File: src/rtl/fetch_unit.sv
// Instruction-fetch stage: PC, 1-cycle registered ROM interface and a one-word hold buffer.
// Optional halt-on-opcode freeze is enabled by defining FETCH_HALT_EN.
module fetch_unit #(
    parameter int unsigned             ADDR_W    = 16,
    parameter int unsigned             DATA_W    = 32,
    parameter logic [ADDR_W-1:0]       STEP      = ADDR_W'(1),
    parameter logic [ADDR_W-1:0]       RESET_PC  = '0,
    parameter logic [DATA_W-1:0]       HALT_WORD = '1
) (
    input  logic              clk,
    input  logic              rst,
    input  logic              stall,
    input  logic              branch_valid,
    input  logic [ADDR_W-1:0] branch_target,
    output logic [ADDR_W-1:0] imem_addr,
    input  logic [DATA_W-1:0] imem_q,
    output logic [DATA_W-1:0] instr,
    output logic [ADDR_W-1:0] instr_pc,
    output logic              instr_valid,
    output logic [31:0]       retired_cnt,
    output logic              halted
);

`ifdef FETCH_HALT_EN
    localparam logic HALT_EN = 1'b1;
`else
    localparam logic HALT_EN = 1'b0;
`endif

    logic [ADDR_W-1:0] pc_q, pc_d;
    logic [ADDR_W-1:0] f_pc_q, f_pc_d;
    logic              f_v_q, f_v_d;
    logic              held_q, held_d;
    logic [DATA_W-1:0] hold_q, hold_d;
    logic              halted_q, halted_d;
    logic [31:0]       cnt_q, cnt_d;

    logic accept;
    logic advance;
    logic halt_hit;

    assign imem_addr   = pc_q;
    assign instr       = held_q ? hold_q : imem_q;
    assign instr_pc    = f_pc_q;
    assign instr_valid = f_v_q;
    assign retired_cnt = cnt_q;
    assign halted      = halted_q;

    assign accept   = f_v_q & ~stall;
    assign advance  = ~stall & ~halted_q & ~branch_valid;
    assign halt_hit = HALT_EN & accept & (instr == HALT_WORD);

    // Next-state: branch > halt > advance > hold; the word accepted this cycle always counts.
    always_comb begin
        pc_d     = pc_q;
        f_pc_d   = f_pc_q;
        f_v_d    = f_v_q;
        held_d   = held_q;
        hold_d   = hold_q;
        halted_d = halted_q;
        cnt_d    = cnt_q;

        if (accept) begin
            cnt_d = cnt_q + 32'd1;
        end

        if (branch_valid) begin
            pc_d     = branch_target;
            f_v_d    = 1'b0;
            held_d   = 1'b0;
            halted_d = 1'b0;
        end else if (halt_hit) begin
            halted_d = 1'b1;
            f_v_d    = 1'b0;
            held_d   = 1'b0;
        end else if (advance) begin
            f_pc_d = pc_q;
            f_v_d  = 1'b1;
            held_d = 1'b0;
            pc_d   = pc_q + STEP;
        end else if (f_v_q && !held_q) begin
            // ROM output moves on to mem[pc] next cycle, so capture the stalled word now
            hold_d = imem_q;
            held_d = 1'b1;
        end
    end

    always_ff @(posedge clk) begin
        if (rst) begin
            pc_q     <= RESET_PC;
            f_pc_q   <= RESET_PC;
            f_v_q    <= 1'b0;
            held_q   <= 1'b0;
            hold_q   <= '0;
            halted_q <= 1'b0;
            cnt_q    <= '0;
        end else begin
            pc_q     <= pc_d;
            f_pc_q   <= f_pc_d;
            f_v_q    <= f_v_d;
            held_q   <= held_d;
            hold_q   <= hold_d;
            halted_q <= halted_d;
            cnt_q    <= cnt_d;
        end
    end

endmodule
File: config.mk
export PLATFORM = sky130hd
export DESIGN_NAME = fetch_unit
export DESIGN_NICKNAME = d
export VERILOG_FILES = /design/src/rtl/fetch_unit.sv
export SDC_FILE = /design/constraint.sdc
export NUM_CORES = 1
export LEC_CHECK = 0
export CAP_MARGIN = 0
export CORE_MARGIN = 4
export CORE_UTILIZATION = 40
export CTS_BUF_LIST = sky130_fd_sc_hd__clkbuf_4 sky130_fd_sc_hd__clkbuf_8
export DETAILED_ROUTE_END_ITERATION = 8
export PLACE_DENSITY = 0.71
export SYNTH_ARGS = -nofsm -noshare
export SYNTH_HDL_FRONTEND = slang
export SYNTH_SLANG_ARGS = --single-unit
File: constraint.sdc
create_clock -name clk -period 2.1 [get_ports clk]
set_input_delay 0.63 -clock clk [delete_from_list [all_inputs] [get_ports clk]]
set_output_delay 0.63 -clock clk [all_outputs]
set_load 0.02 [all_outputs]
==> flow_summary.toml, run 1 <==
[outcome]
status = "complete, but fails checks"
violations = "negative setup slack"

[drt]
vias = 4454
drt_iter0_drc = 221
ant_nets = 0
drc = 0
routed_wl_um = 13100
wl_per_cell_um = 15.5
viasPerCell = 5.29
firstDrtPassIters = 4

[placed_design]
dp_hpwl_um = 9410
io_buffers = 148
pre_cts_ws_ns = -0.421
dpl_cell_area_um2 = 6310
place_congestion = 0.774

[final_layout]
drive_gt1_share_pct = 19.0
layout_commonest_cell = "nand2_1"
layout_common_cells = "nand2_1 (114), dfxtp_1 (97), a21oi_1 (67)"
seq_area_um2 = 1970
multi_input_area_um2 = 2470
fillCellCount = 970
final_cell_area_um2 = 6740
fin_nets = 751
area_growth_pct = 49.0
postLayoutCoreUtil_pct = 61.7

[sta]
setup_viol = 1
max_freq_mhz = 468
grt_setup_unrepaired = "yes"
finalSetupTns_ns = -0.0390
hold_viol_final = 0
fin_ws_ns = -0.0390
period_share_pct = 102
worst_pin_slew_ns = 0.594
skew_ns = 0.0103
period_minus_slack_ns = 2.14
report.final.slew_viol_count = 0
max_slew_margin_pct = 60.4

[synth]
synth-xor-area-share_pct = 4.26
synth_edf_count = 0
seq_area_frac_synth_pct = 43.4
synthArstFlopShare_pct = 0
synthAdderAreaFrac_pct = 0.553
synth_flop_cell = "dfxtp_1"
yosys.cell_types.count = 42
synthMuxAreaShare_pct = 9.15
avgSynthCellArea_um2 = 8.40
synth_cells = 539
ys_warn_count = 0
synth_compound_gate_area_share_pct = 13.2
synth-seq-cells = 98
synthesis.area_um2 = 4530
synth_nets = 593
synthSimpleGateAreaFrac_pct = 25.2
synth_top_family_by_area = "simple AND/OR/NAND/NOR gates"

[global_routing]
grt_pass1_vias = 4352
grt_max_degree = 56
gr-total-overflow = 0
grt_util_all_layers_pct = 18.8
grt_antenna_before_repair = 1
grt_pass1_wl_um = 20400

[floorplanning]
die_area_um2 = 13100
core-area_um2 = 10900
ios = 150
die_h_um = 114
die_w_um = 114
rows = 38
start_util_pct = 41.4

[setup_path]
critical_path_class = "in -> out"
startpoint = "imem_q[8]"
cp_num_buf_inv = 2
arrival_ns = 1.51
crit_path_max_incr_delay_ns = 0.44
crit_chain = "clkdlybuf4s50_1 -> mux2_2 -> buf_6"
timing.rr.start = "retired_cnt[4]$_SDFFE_PP0P_"
cp.required_ns = 1.47
path_max_fanout = 2
r2r_cells = 4
worstSetupStartpointType = "primary input"
path_depth = 3
crit_end = "instr[8]"
critical_path.top_delay_family = "buffers and inverters"
end_kind = "output port"
ff2ff_setup_slack_ns = 0.15
cp_slowest_cell = "clkdlybuf4s50_1"
reg2reg_to = "retired_cnt[30]$_SDFFE_PP0P_"

[clock_network]
htree_levels = 3
clockBufferDepth = 2
cts_tree = "yes"
hold_buffers = 0
cts.clk_slew.worst_paths_ns = 0.09
cts_made_buffers = 9
cts_root_buf = "clkbuf_8"
clk_latency_ns = 0.35
clock_sinks = 98

[pwr]
power_w = 0.00361
peakVddDrop_v = 0.000380
powerDensity_nw_per_um2 = 536
p_leak_nw = 2.87

[flow_run]
cap_violations = 0

[worst_hold_path]
hp-class = "reg -> reg"
==> area by class of cell <==
| type | count | area share, % |
|---|---|---|
| inverter | 4 | 0.223 |
| sequential | 98 | 29.1 |
| clock buffer | 10 | 2.04 |
| multi-input combinational | 399 | 36.6 |
| antenna | 1 | 0.0371 |
| tap | 140 | 2.60 |
| timing repair buffer | 185 | 28.8 |
| clock inverter | 5 | 0.575 |
==> metrics by stage <==
stage	cells	hold slack [ns]
final	842	0.458
after global routing	842	0.481
after CTS	836	0.460
after detailed placement	818	0.446
after global placement	818	0.439
after floorplan	539	0.433
==> synthesized netlist by cell type, drive strengths merged (10+ instances only) <==
master | n | area, um2
a211oi | 10 | 75.1
a21oi | 71 | 355
buf | 14 | 78.8
clkbuf | 25 | 97.6
dfxtp | 98 | 1960
mux2 | 35 | 394
nand2 | 114 | 428
nand3 | 15 | 75.1
nand4 | 14 | 118
nor2 | 29 | 109
o21ai | 10 | 50.1
o31ai | 10 | 75.1
or4 | 10 | 75.1
xnor2 | 12 | 105
xor2 | 10 | 87.6
==> how the worst min path moves through the flow <==
stage	start	to	slack (ns)	cells past startpoint
floorplan	hold_q[0]$_SDFFE_PP0P_	hold_q[0]$_SDFFE_PP0P_	0.43	2
global placement	hold_q[27]$_SDFFE_PP0P_	hold_q[27]$_SDFFE_PP0P_	0.44	2
detailed placement	instr_pc[6]$_SDFFE_PP0P_	instr_pc[6]$_SDFFE_PP0P_	0.45	2
CTS	instr_pc[6]$_SDFFE_PP0P_	instr_pc[6]$_SDFFE_PP0P_	0.46	2
global route	instr_pc[7]$_SDFFE_PP0P_	instr_pc[7]$_SDFFE_PP0P_	0.48	2
finish	instr_pc[6]$_SDFFE_PP0P_	instr_pc[6]$_SDFFE_PP0P_	0.46	2
==> sequential cells by signal, summed over array words and instances, names as in the netlist <==
name and cells:
retired_cnt 32, hold_q 32, held_q 1, imem_addr 16, instr_pc 16, instr_valid 1
==> layer usage <==
layer / routed length [um] / GRT usage [%]
met3: 740 / 4.12
met4: 267 / 6.25
met5: 0 / 0
met1: 5530 / 22.5
met2: 6540 / 33.5
==> where the power goes <==
part	total (W)	internal [W]	switching [W]
combinational	0.000557	0.000290	0.000267
sequential	0.00194	0.00190	0.0000427
clock	0.00112	0.000466	0.000650
==> kinds of logic after synthesis <==
logic type | after synthesis
compound gates | 106
xor+xnor | 22
fa+ha+maj | 2
buf+inv | 43
flops | 98
mux | 37
other cells | 1
simple gates | 230
==> worst reg2reg max path, delay by kind of cell (launching register included) <==
family / cells / cell delay, ns
AND/OR/NAND/NOR: 3 / 1.04
flip-flops: 1 / 0.43
multiplexers: 1 / 0.37
==> repair_timing <==
| action | 4_1_cts | 5_1_grt |
|---|---|---|
| gates cloned | 0 | 2 |
| gates resized for setup | 189 | 73 |
| setup endpoints to repair | 47 | 60 |
| setup buffers | 3 | 3 |
| pin swaps | 0 | 3 |
Note: power is estimated with default switching activity, not from simulation.
==> inputs of run 2 (changes only) <==
- CORE_MARGIN: 4 -> 5
==> run 2 against run 1 <==
Compared with the run above:
- combinational power rose by 1%
- cell area down 0.24%
- critical path type unchanged
- global-route usage increased by 0.10 points
- the run still ends with negative setup slack left
- setup slack better by 0.034 ns
==> flow_summary.toml, run 2 (synthesized netlist as in run 1, its figures left out) <==
[sta]
fin_ws_ns = -0.00514
report.final.slew_viol_count = 0
setup_viol = 1
finalSetupTns_ns = -0.00514
grt_setup_unrepaired = "yes"
max_freq_mhz = 475
hold_viol_final = 0
skew_ns = 0.00974
period_minus_slack_ns = 2.11
holdWs_ns = 0.461
period_share_pct = 100

[global_routing]
grt_util_all_layers_pct = 18.9
gr-total-overflow = 0
grt_antenna_before_repair = 1
grt_pass1_vias = 4362
grt_pass1_wl_um = 21000
grt_max_degree = 37

[final_layout]
area_growth_pct = 48.7
fin_nets = 752
postLayoutCoreUtil_pct = 61.3
layout_common_cells = "nand2_1 (114), dfxtp_1 (97), a21oi_1 (70)"
drive_gt1_share_pct = 18.5
layout_commonest_cell = "nand2_1"
stdcell_count = 844

[clock_network]
cts_tree = "yes"
cts_made_buffers = 9
clock_sinks = 98
clk_latency_ns = 0.35
cts_root_buf = "clkbuf_8"
htree_levels = 3
hold_buffers = 0
cts.clk_slew.worst_paths_ns = 0.09
clockBufferDepth = 2

[drt]
ant_nets = 0
vias = 4456
wl_per_cell_um = 16.0
viasPerCell = 5.28
drc = 0
drt_iter0_drc = 263
routed_wl_um = 13500
firstDrtPassIters = 5

[pwr]
switching_share_pct = 26.0
clkPwrFrac_pct = 33.3
p_switching_w = 0.000977
power_frac_seq_pct = 51.7
p_leak_nw = 2.87
powerDensity_nw_per_um2 = 558
peakVddDrop_v = 0.000419
power_frac_comb_pct = 15.0
internal-power_w = 0.00278

[floorplanning]
start_util_pct = 41.2
core-area_um2 = 11000
ios = 150
die_h_um = 116
die_area_um2 = 13500
rows = 38
die_w_um = 116

[placed_design]
place_congestion = 0.787
dp_hpwl_um = 9500
dp.cells = 822
pre_cts_ws_ns = -0.440
io_buffers = 148

[setup_path]
critical_path.top_delay_family = "buffers and inverters"
crit_chain = "clkdlybuf4s50_1 -> mux2_2 -> buf_6"
worstSetupStartpointType = "primary input"
cp_slowest_cell = "clkdlybuf4s50_1"
crit_path_max_incr_delay_ns = 0.43
cp.required_ns = 1.47
cp_num_buf_inv = 2
end_kind = "output port"
path_max_fanout = 2
arrival_ns = 1.48
critical_path_class = "in -> out"

[flow_run]
cap_violations = 0

[outcome]
status = "complete, but fails checks"
violations = "negative setup slack"

[worst_hold_path]
hp-class = "reg -> reg"
## run 2: path summary, 6_finish.rpt
kind | start | endpoint | slack [ns] | depth (start not counted)
hold / removal | instr_pc[7]$_SDFFE_PP0P_ | instr_pc[7]$_SDFFE_PP0P_ | 0.46 | 2
setup reg to reg | retired_cnt[5]$_SDFFE_PP0P_ | retired_cnt[30]$_SDFFE_PP0P_ | 0.19 | 4
hold reg to reg | instr_pc[7]$_SDFFE_PP0P_ | instr_pc[7]$_SDFFE_PP0P_ | 0.46 | 2
setup / recovery | imem_q[17] | instr[17] | -0.005 | 3
## run 2: per-stage QoR
| stage | total power [W] | instance area [um2] |
|---|---|---|
| detailed placement | 0.00255 | 6330 |
| finish | 0.00375 | 6730 |
| global placement | 0.00253 | 6330 |
| floorplan | 0.00223 | 4530 |
| CTS | 0.00378 | 6520 |
| global route | 0.00391 | 6730 |
## run 2: cell type report
cell class / count / area [um2]
diodes: 1 / 2.50
flip-flops and latches: 98 / 1970
multi-input cells: 398 / 2440
inverters: 4 / 15.0
clock buffers: 10 / 138
well taps: 140 / 175
fillers: 945 / 4260
clock inverters: 6 / 65.1
repair buffers: 187 / 1920
## run 2: layer usage
metal  GRT usage [%]  wire length (um)  vias to the layer above
met3            3.78               870                       18
met2            32.0              6680                      135
li1                -                 -                     2208
met4            6.42               285                        0
met5               0                 0                        -
met1            24.2              5650                     2095
## run 2: worst min-delay path, stage by stage, from the launching register on
cell and delay, ns:
dfxtp_1 0.32, nand2_1 0.05, a21oi_1 0.05
## run 2: repair_timing
| item | in CTS | in global routing |
|---|---|---|
| pin swaps | 0 | 1 |
| endpoints found under the setup margin | 36 | 58 |
| resized for setup | 192 | 61 |
| setup buffers | 0 | 3 |
| gates cloned | 1 | 1 |
## run 2: power by group through the flow
stage          logic [W]  registers (W)  clock network, W
2_1_floorplan   0.000214        0.00201                 0
3_3_place_gp    0.000552        0.00198                 0
3_5_place_dp    0.000562        0.00198                 0
4_1_cts         0.000554        0.00194           0.00128
5_1_grt         0.000605        0.00195           0.00135
6_report        0.000564        0.00194           0.00125
